## src/rtl/keypad_pkg.sv

```systemverilog
// rtl/keypad_pkg.sv - shared types, sizes and key map for the keypad scanner
package keypad_pkg;

  typedef enum logic {
    SCAN = 1'b0,
    HOLD = 1'b1
  } scan_state_t;

  localparam int NUM_ROWS = 4;
  localparam int NUM_COLS = 4;

  function automatic logic [3:0] key_map(input logic [1:0] row, input logic [1:0] col);
    logic [3:0] code;
    case ({row, col})
      4'h0: code = 4'h1;
      4'h1: code = 4'h2;
      4'h2: code = 4'h3;
      4'h3: code = 4'hA;
      4'h4: code = 4'h4;
      4'h5: code = 4'h5;
      4'h6: code = 4'h6;
      4'h7: code = 4'hB;
      4'h8: code = 4'h7;
      4'h9: code = 4'h8;
      4'hA: code = 4'h9;
      4'hB: code = 4'hC;
      4'hC: code = 4'hE;
      4'hD: code = 4'h0;
      4'hE: code = 4'hF;
      default: code = 4'hD;
    endcase
    return code;
  endfunction

endpackage

```

## src/rtl/keypad_scanner_sync2.sv

```systemverilog
// rtl/keypad_scanner_sync2.sv - 2-flop synchronizer for the row pins, idles high
module sync2 (
  input  logic       clk,
  input  logic       reset,
  input  logic [3:0] i_d,
  output logic [3:0] o_q
);

  logic [3:0] r_meta;
  logic [3:0] r_sync;

  always_ff @(posedge clk) begin
    if (!reset) begin
      r_meta <= 4'b1111;
      r_sync <= 4'b1111;
    end else begin
      r_meta <= i_d;
      r_sync <= r_meta;
    end
  end

  assign o_q = r_sync;

endmodule

```

## src/rtl/keypad_scanner.sv

```systemverilog
// rtl/keypad_scanner.sv - 4x4 keypad column scanner with single-key latch
module keypad_scanner
  import keypad_pkg::*;
#(
  parameter int SCAN_DIV = 4
) (
  input  logic                clk,
  input  logic                reset,
  input  logic [NUM_ROWS-1:0] rows,
  output logic [NUM_COLS-1:0] cols,
  output logic [3:0]          key_code,
  output logic                key_pressed
);

  localparam int TCW = $clog2(SCAN_DIV);
  localparam logic [TCW-1:0] TC_MAX = TCW'(SCAN_DIV - 1);

  logic [3:0]  w_rows_s;
  logic [3:0]  w_low;
  logic        w_one_low;
  logic [1:0]  w_row_idx;
  logic [1:0]  w_ci_next;
  logic        w_tick;

  scan_state_t    r_state;
  logic [TCW-1:0] r_tc;
  logic [1:0]     r_ci;
  logic [1:0]     r_lr;
  logic [3:0]     r_cols;
  logic [3:0]     r_key_code;
  logic           r_key_pressed;

  sync2 u_sync (
    .clk   (clk),
    .reset (reset),
    .i_d   (rows),
    .o_q   (w_rows_s)
  );

  // Two or more low rows in one column is ambiguous (ghosting), so only a single low bit counts.
  assign w_low     = ~w_rows_s;
  assign w_one_low = (w_low != 4'b0000) && ((w_low & (w_low - 4'd1)) == 4'b0000);
  assign w_tick    = (r_tc == TC_MAX);
  assign w_ci_next = r_ci + 2'd1;

  always_comb begin
    w_row_idx = 2'd0;
    case (w_low)
      4'b0010: w_row_idx = 2'd1;
      4'b0100: w_row_idx = 2'd2;
      4'b1000: w_row_idx = 2'd3;
      default: w_row_idx = 2'd0;
    endcase
  end

  // tc wraps on every tick and ci only moves on a tick, so each column dwells SCAN_DIV cycles.
  always_ff @(posedge clk) begin
    if (!reset) begin
      r_state       <= SCAN;
      r_tc          <= '0;
      r_ci          <= 2'd0;
      r_lr          <= 2'd0;
      r_cols        <= 4'b1110;
      r_key_code    <= 4'h0;
      r_key_pressed <= 1'b0;
    end else begin
      r_tc <= w_tick ? '0 : r_tc + 1'b1;
      if (w_tick) begin
        if (r_state == HOLD) begin
          if (w_rows_s[r_lr]) begin
            r_state       <= SCAN;
            r_key_pressed <= 1'b0;
            r_ci          <= w_ci_next;
            r_cols        <= ~(4'b0001 << w_ci_next);
          end
        end else if (w_one_low) begin
          r_state       <= HOLD;
          r_lr          <= w_row_idx;
          r_key_code    <= key_map(w_row_idx, r_ci);
          r_key_pressed <= 1'b1;
        end else begin
          r_state <= SCAN;
          r_ci    <= w_ci_next;
          r_cols  <= ~(4'b0001 << w_ci_next);
        end
      end
    end
  end

  assign cols        = r_cols;
  assign key_code    = r_key_code;
  assign key_pressed = r_key_pressed;

endmodule

```

## config.mk

```make
export PLATFORM = sky130hd
export DESIGN_NAME = keypad_scanner
export DESIGN_NICKNAME = d
export VERILOG_FILES = /design/src/rtl/keypad_pkg.sv /design/src/rtl/keypad_scanner_sync2.sv /design/src/rtl/keypad_scanner.sv
export SDC_FILE = /design/constraint.sdc
export NUM_CORES = 1
export LEC_CHECK = 0
export BUFFER_PORTS_ARGS = -buffer_cell sky130_fd_sc_hd__buf_2
export CAP_MARGIN = 5
export CORE_MARGIN = 1
export CORE_UTILIZATION = 56
export DETAILED_ROUTE_END_ITERATION = 6
export PLACE_DENSITY = 0.77
export SETUP_SLACK_MARGIN = 0.02
export SYNTH_ARGS = -nofsm -noshare
export SYNTH_HDL_FRONTEND = slang
export SYNTH_SLANG_ARGS = --single-unit
```

## constraint.sdc

```tcl
create_clock -name clk -period 2.4 [get_ports clk]
set_input_delay 0.24 -clock clk [delete_from_list [all_inputs] [get_ports clk]]
set_output_delay 0.24 -clock clk [all_outputs]
set_load 0.1 [all_outputs]
```

==> flow_summary.json <==
{
  "post-synth-top-area-fraction": 0.388,
  "vias_after_detailed_routing": 928,
  "floorplan.die.width_um": 49.0,
  "antenna_cells_inserted": 0,
  "post-route-worst-setup-slack_ps": 460,
  "cts.repair.resized": 0,
  "synth_sequential_area_ratio": 0.388,
  "floorplan.core_area_sq_um": 2020,
  "status": "complete, no violations",
  "antenna_found_initial": 0,
  "dr.pass1.iters": 4,
  "grt_util_all_layers": 0.208,
  "layout-drive-gt1-share": 0.206,
  "numClockSinks": 24,
  "cp_data_arrival_time_ps": 2160,
  "drtAntennaViolNets": 0,
  "htreeDepth": 1,
  "slew_viol_final": 0,
  "final_hpwl_from_detailed_placement_mm": 1.59,
  "routability_congestion_estimate_from_global_placement": 0.826,
  "timing.final.hold_violations": 0,
  "power_density_nw_per_um2": 584,
  "cap_violations": 0,
  "netlist_top_cells_area": "dfxtp_1 (39%), ha_1 (7.1%), nand2b_1 (6.6%)",
  "design.final.nets": 155,
  "clock_skew_ps": 7.75,
  "netlist_area_sq_um": 1240,
  "maxSlewHeadroom": 0.659,
  "start_util": 0.612,
  "numPortBuffers": 14,
  "fin_crit_ps": 1940,
  "route.final.wire_length_mm": 2.15,
  "cts_root_buffer": "clkbuf_4",
  "setup.worst_path.class": "flip-flop to flip-flop",
  "power.leakage_nw": 0.518,
  "unrepaired_setup_endpoints_after_global_routing": "false",
  "drt_first_iter_violations": 15,
  "detail_route.wl_per_cell_um": 12.8,
  "utilization": 0.662,
  "cts.clk_slew.worst_paths_ps": 120,
  "post_synthesis_average_cell_area_sq_um": 9.59,
  "synth_top_cell_by_area": "dfxtp_1",
  "drt_drc_violations_left": 0,
  "yosys_warnings": 0,
  "setup_total_negative_slack_ps": 0,
  "cp.required_ps": 2620,
  "synth_cells": 129,
  "cts_made_buffers": 3,
  "max-clock-path-buffers": 2,
  "post_cts_buffers": 0,
  "maximum_number_of_pins_on_one_net_before_global_route_repair": 23,
  "ys_ff_latch": 24,
  "vias_per_cell": 5.52,
  "cts_tree": "built",
  "die_ht_um": 49.0,
  "placementRows": 16,
  "hold_buffers": 0,
  "hold_class": "input port to flip-flop",
  "max_clock_freq_mhz": 515,
  "crit_path_start_kind": "flip-flop",
  "synthDistinctLibCells": 37,
  "dp_slack_ps": 467,
  "die_area_sq_um": 2400,
  "boundaryPins": 15,
  "cp-end-kind": "flip-flop",
  "clkLatencyLatePin_ps": 310,
  "setup-violations-final": 0,
  "grt_first_pass_wirelength_mm": 3.85,
  "worst_pin_slew_ps": 508,
  "area_overhead_vs_synth_pct": 8.09,
  "timing.critical_path.fanout_max": 14,
  "globalRouteOverflowTotal": 0,
  "post-route-period-util": 0.809,
  "syn-num-nets": 142,
  "grt_pass1_vias": 841,
  "max-vdd-ir-drop_v": 0.000474
}
## stage by stage
| stage | power (W) | std cells | instance area [sq um] | hold WS [ps] |
|---|---|---|---|---|
| floorplan | 0.000561 | 129 | 1240 | 341 |
| global placement | 0.000581 | 164 | 1300 | 392 |
| detailed placement | 0.000586 | 164 | 1300 | 395 |
| CTS | 0.000787 | 168 | 1340 | 101 |
| global route | 0.000824 | 168 | 1340 | 94.5 |
| finish | 0.000781 | 168 | 1340 | 106 |
## path summary, 6_finish.rpt
| kind | slack [ps] | cells past startpoint | startpoint | endpoint |
|---|---|---|---|---|
| worst max-delay path | 460 | 4 | u_sync.o_q[3]$_SDFF_PN1_ | cols[1]$_SDFFE_PN1P_ |
| worst min-delay path | 110 | 2 | rows[2] | u_sync.r_meta[2]$_SDFF_PN1_ |
| worst max register to register | 460 | 4 | u_sync.o_q[3]$_SDFF_PN1_ | cols[1]$_SDFFE_PN1P_ |
| worst min register to register | 420 | 1 | u_sync.r_meta[0]$_SDFF_PN1_ | u_sync.o_q[0]$_SDFF_PN1_ |
## state kept, by name (all words and copies together) (netlist names)
name,flops
r_tc,2
u_sync.o_q,4
key_code,4
r_ci,2
cols,4
r_state,1
key_pressed,1
r_lr,2
u_sync.r_meta,4
## cell usage after synthesis (all sizes together)
| cell type | n |
|---|---|
| maj3 | 1 |
| a211oi | 5 |
| or3b | 3 |
| and4b | 2 |
| mux2i | 4 |
| a211o | 1 |
| ha | 7 |
| inv | 3 |
| mux2 | 5 |
| a311oi | 1 |
| nor2 | 3 |
| clkbuf | 1 |
| nand2 | 15 |
| a21oi | 13 |
| o221ai | 1 |
| and2 | 1 |
| nor3 | 1 |
| o21ai | 4 |
| nand3 | 2 |
| nor2b | 1 |
| a31oi | 1 |
| xor2 | 2 |
| buf | 5 |
| nand2b | 13 |
| nor3b | 3 |
| or2b | 1 |
| nand4b | 1 |
| nand3b | 3 |
| clkinv | 1 |
| o21bai | 1 |
| dfxtp | 24 |
## layout make-up
| cell class | count | area [sq um] |
|---|---|---|
| clock buffer | 4 | 36.3 |
| multi-input combinational | 95 | 702 |
| inverter | 4 | 15.0 |
| fill | 168 | 684 |
| timing repair buffer | 14 | 70.1 |
| sequential | 24 | 480 |
| tap | 27 | 33.8 |
## where the power goes
group          leakage, nW  internal (W)  total (W)  switching [W]
combinational        0.301     0.0000471   0.000143      0.0000954
sequential           0.196      0.000417   0.000434      0.0000169
clock               0.0210     0.0000927   0.000204       0.000112
## cells in the final DEF (no fill, tap or decap), types with 2 or more instances in the layout
cell and instances:
a211oi_1 5, a21oi_1 12, buf_2 14, clkbuf_4 3
dfxtp_1 24, ha_1 7, inv_1 3, mux2_2 2
mux2_4 3, mux2i_1 4, nand2_1 15, nand2b_1 13
nand3_1 2, nand3b_1 3, nor2_1 3, nor3b_1 3
o21ai_0 4, or3b_1 2, xor2_1 2
## worst max-delay path: stages, from the launching register on
cell and delay [ps]:
dfxtp_1 590, and4b_1 290, a211o_4 320, a21oi_4 310, mux2_4 330
## metal layers
metal	wire [um]	share of wire	GRT usage	vias up
li1	-	-	-	478
met1	1050	0.49	0.284	429
met2	998	0.46	0.322	15
met3	66	0.031	0.0374	6
met4	38	0.018	0.0882	0
met5	0	0	0	-
## cells by family after synthesis
group           share of synthesized area
buf+inv                            0.0445
xor+xnor                           0.0142
simple gates                        0.235
fa+ha+maj                          0.0789
mux                                0.0870
flops                               0.388
compound gates                      0.153
Power figures use the tool's default switching activity.
